$ cat src/rtl/delay_timer_arbiter.sv
// Shared millisecond delay engine. One requester at a time is granted in
// round-robin order. The engine counts the requested number of milliseconds
// and then returns a one-cycle done pulse to that requester.
module delay_timer_arbiter #(
    parameter int NUM_REQ       = 4,
    parameter int CYCLES_PER_MS = 25000,
    parameter int DUR_WIDTH     = 11,
    parameter int ID_WIDTH      = 2
) (
    input  logic                         clock,
    input  logic                         reset,
    input  logic [NUM_REQ-1:0]           req,
    input  logic [NUM_REQ*DUR_WIDTH-1:0] duration,
    output logic [NUM_REQ-1:0]           grant,
    output logic [NUM_REQ-1:0]           done,
    output logic                         busy,
    output logic [ID_WIDTH-1:0]          active_id
);

    localparam int MS_W = (CYCLES_PER_MS > 1) ? $clog2(CYCLES_PER_MS) : 1;
    localparam logic [MS_W-1:0] MS_RELOAD = MS_W'(CYCLES_PER_MS - 1);

    typedef enum logic [1:0] {
        IDLE,
        COUNT,
        DONE
    } state_t;

    state_t               state, state_next;
    logic [NUM_REQ-1:0]   grant_next;
    logic [ID_WIDTH-1:0]  active_id_next;
    logic [ID_WIDTH-1:0]  rr_ptr, rr_ptr_next;
    logic [MS_W-1:0]      ms_cnt, ms_cnt_next;
    logic [DUR_WIDTH-1:0] remaining, remaining_next;

    logic                 found_hi, found_lo;
    logic [ID_WIDTH-1:0]  win_hi, win_lo, winner;
    logic [DUR_WIDTH-1:0] win_dur;
    logic                 granted_req;
    logic [ID_WIDTH-1:0]  ptr_after_active;

    // Round-robin search: the lowest requester at or above rr_ptr wins. If there
    // is none, the lowest requester overall wins, which gives the wrap-around.
    always_comb begin
        found_hi = 1'b0;
        found_lo = 1'b0;
        win_hi   = '0;
        win_lo   = '0;
        for (int unsigned i = 0; i < NUM_REQ; i++) begin
            if (req[i] && !found_hi && (i >= 32'(rr_ptr))) begin
                found_hi = 1'b1;
                win_hi   = ID_WIDTH'(i);
            end
            if (req[i] && !found_lo) begin
                found_lo = 1'b1;
                win_lo   = ID_WIDTH'(i);
            end
        end
        winner = found_hi ? win_hi : win_lo;
    end

    // Select the duration slice of the winning requester.
    always_comb begin
        win_dur = '0;
        for (int unsigned i = 0; i < NUM_REQ; i++) begin
            if (ID_WIDTH'(i) == winner) begin
                win_dur = duration[i*DUR_WIDTH +: DUR_WIDTH];
            end
        end
    end

    assign granted_req      = |(req & grant);
    assign ptr_after_active = (active_id == ID_WIDTH'(NUM_REQ - 1)) ? '0 : active_id + 1'b1;

    // Next-state logic for the FSM and datapath. Every signal is given a default first.
    always_comb begin
        state_next     = state;
        grant_next     = grant;
        active_id_next = active_id;
        rr_ptr_next    = rr_ptr;
        ms_cnt_next    = ms_cnt;
        remaining_next = remaining;
        case (state)
            IDLE: begin
                if (found_lo) begin
                    state_next     = COUNT;
                    grant_next     = {{(NUM_REQ-1){1'b0}}, 1'b1} << winner;
                    active_id_next = winner;
                    remaining_next = win_dur;
                    ms_cnt_next    = MS_RELOAD;
                end
            end
            COUNT: begin
                if (!granted_req) begin
                    // Abort: the owner withdrew its request, so no done is issued.
                    state_next     = IDLE;
                    grant_next     = '0;
                    active_id_next = '0;
                    rr_ptr_next    = ptr_after_active;
                    ms_cnt_next    = '0;
                    remaining_next = '0;
                end else if (remaining == '0) begin
                    state_next = DONE;
                end else if (ms_cnt == '0) begin
                    remaining_next = remaining - 1'b1;
                    ms_cnt_next    = MS_RELOAD;
                end else begin
                    ms_cnt_next = ms_cnt - 1'b1;
                end
            end
            DONE: begin
                state_next     = IDLE;
                grant_next     = '0;
                active_id_next = '0;
                rr_ptr_next    = ptr_after_active;
                ms_cnt_next    = '0;
                remaining_next = '0;
            end
            default: begin
                state_next     = IDLE;
                grant_next     = '0;
                active_id_next = '0;
            end
        endcase
    end

    // State and datapath registers. Reset discards any delay still in progress.
    always_ff @(posedge clock) begin
        if (reset) begin
            state     <= IDLE;
            grant     <= '0;
            active_id <= '0;
            rr_ptr    <= '0;
            ms_cnt    <= '0;
            remaining <= '0;
        end else begin
            state     <= state_next;
            grant     <= grant_next;
            active_id <= active_id_next;
            rr_ptr    <= rr_ptr_next;
            ms_cnt    <= ms_cnt_next;
            remaining <= remaining_next;
        end
    end

    assign done = (state == DONE) ? grant : '0;
    assign busy = |grant;

endmodule

$ cat config.mk
export PLATFORM = sky130hd
export DESIGN_NAME = delay_timer_arbiter
export DESIGN_NICKNAME = d
export VERILOG_FILES = /design/src/rtl/delay_timer_arbiter.sv
export SDC_FILE = /design/constraint.sdc
export NUM_CORES = 1
export LEC_CHECK = 0
export CAP_MARGIN = 40
export CORE_ASPECT_RATIO = 0.7
export CORE_MARGIN = 3
export CORE_UTILIZATION = 60
export CTS_BUF_LIST = sky130_fd_sc_hd__clkbuf_8
export DETAILED_ROUTE_END_ITERATION = 8
export DONT_BUFFER_PORTS = 1
export GPL_TIMING_DRIVEN = 0
export PLACE_DENSITY = 0.8
export SKIP_CTS_REPAIR_TIMING = 1
export SLEW_MARGIN = 15
export SYNTH_ARGS = -nofsm -noshare
export SYNTH_HDL_FRONTEND = slang
export SYNTH_SLANG_ARGS = --single-unit
$ cat constraint.sdc
create_clock -name clock -period 5.8 [get_ports clock]
set_input_delay 1.45 -clock clock [delete_from_list [all_inputs] [get_ports clock]]
set_output_delay 1.45 -clock clock [all_outputs]
set_load 0.02 [all_outputs]
==> impl_metrics.toml <==
[yosys]
synth_simple_gate_area_frac = 0.268
synth_edf_count = 0
syn-instance-count = 339
async_reset_ff_frac = 0
yosys.area_share.adder = 0.0297
synth_ff_type = "dfxtp_1"
synth_area_per_cell_um2 = 7.44
synth_area_mm2 = 0.00252
yosysWarningCount = 0
ys_types = 59
ys_seq_area_frac = 0.286
synth_top_family_by_area = "compound AO/OA/AOI/OAI gates"
synth_xor_area_frac = 0.0243
synth_compound_gate_area_share = 0.321
ys_ff_latch = 36
synthMuxAreaShare = 0.0243
synthesis.nets = 395

[pwr]
clockPowerShare = 0.249
switching_share = 0.390
power-per-cell-area_mw_per_mm2 = 326
intPower_uw = 538
leakage_uw = 0.000970
p_seq_frac = 0.369
p_switching_uw = 344
p_comb_frac = 0.381
peakVddDrop_mv = 0.225

[routing]
drt_pass1_iterations = 6
drc = 0
drt_wl_total_mm = 7.07
routed_via_density = 6.72
drtIter0Drc = 231
wl_per_cell_um = 17.7
vias = 2687
ant_nets = 0

[cells_and_area]
final_cell_mix = "a21oi_1, dfxtp_1, o21ai_0, nor2_1, nand2_1"
area_growth_pct = 7.14
nets = 403
layout_commonest_cell = "a21oi_1"
drive_gt1_frac = 0.0776
num-fill-cells = 351
diodes = 0

[timing]
hold_violations = 0
fin_crit_ns = 3.09
fin_setup_tns_ns = 0
slew_headroom = 0.465
skew_ns = 0.00348
final_max_slew_viol_count = 0
period_share = 0.532
rsz0062_at_grt = "false"
worstMarginPinSlew_ns = 0.799
fmax_mhz = 324
worst_hold_slack_ns = 0.508
finalSetupViolations = 0

[worst_setup_path]
worstSetupEndpointType = "flip-flop"
crit_required_ns = 5.96
r2r_setup_slack_ns = 3.26
cp.arrival_ns = 3.25
crit_type = "in2reg"
path_max_fanout = 10
critPathLaunchType = "primary input"

[clocking]
numCtsBuffers = 5
cts_sinks = 36
h-tree-depth = 2
max-clock-path-buffers = 2
cts_root_buf = "clkbuf_8"
clk_latency_ns = 0.29
cts_tree = "built"
clkTransAtPathRegs_ns = 0.07

[die]
core_mm2 = 0.00399
fp.dieW_um = 83.5
dieArea_mm2 = 0.00503
die_y_um = 60.3
placementRows = 19
io_pins = 61
start_util = 0.632

[global_routing]
grt_max_degree = 12
antenna_found_initial = 0
grt.overflow.total = 0
grt_usage = 0.292
grt_pass1_wl_mm = 11.7
grt_pass1_vias = 2407

[job]
maxCapViolCount = 0

[placement]
port_buffers = 0
dp_hpwl_mm = 5.41
gp_congestion = 0.976

[status]
outcome = "finished clean"

[min_path]
min_path_type = "reg2reg"
logic make-up (layout without fill, tap and decap cells):
family	Yosys count	count (layout)
and+or+nand+nor	131	131
AOI/OAI and AO/OA	124	124
DFF	36	36
buffers and inverters	29	38
xor gates and xnor gates	7	7
adders and majority gates	6	6
muxes	6	6
through the flow:
stage / util / instances / instance area (µm²) / setup slack (ns) / power (µW)
6_report: 0.677 / 400 / 2700 / 2.71 / 882
5_1_grt: 0.677 / 400 / 2700 / 2.57 / 941
4_1_cts: 0.677 / 400 / 2700 / 2.77 / 875
3_5_place_dp: 0.650 / 392 / 2600 / 2.46 / 655
3_3_place_gp: 0.648 / 391 / 2590 / 2.49 / 647
2_1_floorplan: - / 339 / 2520 / 2.78 / 580
worst paths after layout:
kind | to | from | cells past startpoint
setup / recovery | ms_cnt[6] | req[1] | 7
hold / removal | remaining[0] | remaining[0] | 2
setup reg to reg | remaining[8] | remaining[0] | 8
hold reg to reg | remaining[0] | remaining[0] | 2
final cells by class:
cell class,count,area (µm²),area share
Sequential cell,36,721,0.267
Timing Repair Buffer,1,7.51,0.00278
Inverter,14,52.6,0.0194
Clock buffer,5,68.8,0.0255
Clock inverter,3,38.8,0.0143
Buffer,15,65.1,0.0241
Tap cell,52,65.1,0.0241
Multi-Input combinational cell,274,1690,0.623
registers in the layout, summed over array words and instances (netlist names):
signal,count
active_id,2
grant,4
ms_cnt,15
remaining,11
rr_ptr,2
state,2
power groups by stage:
stage	sequential (µW)	clock (µW)	combinational, µW
CTS	324	222	329
floorplan	319	0	262
detailed placement	329	0	327
global placement	328	0	319
global route	332	232	377
finish	326	220	336
cells in the mapped netlist, drive strengths merged (7+ instances only):
cell | number | share of area
a221o | 7 | 0.028
nand3 | 18 | 0.036
nor2 | 30 | 0.047
inv | 14 | 0.021
a21oi | 42 | 0.085
nand2 | 23 | 0.034
nor3 | 17 | 0.034
nor4 | 7 | 0.020
or4 | 8 | 0.025
dfxtp | 36 | 0.29
clkbuf | 9 | 0.013
o21ai | 34 | 0.070
worst max-delay path: stages:
cell	delay [ns]
buf_2	0.15
a22o_1	0.25
o21ai_2	0.32
clkbuf_1	0.44
a21oi_1	0.08
o21ai_1	0.44
nor2_1	0.10
routing by layer:
layer	part of all wire	GRT usage
met3	0.12	0.0909
met1	0.45	0.405
met2	0.42	0.430
met5	0	0
met4	0.013	0.101
(Power assumes the default switching activity.)
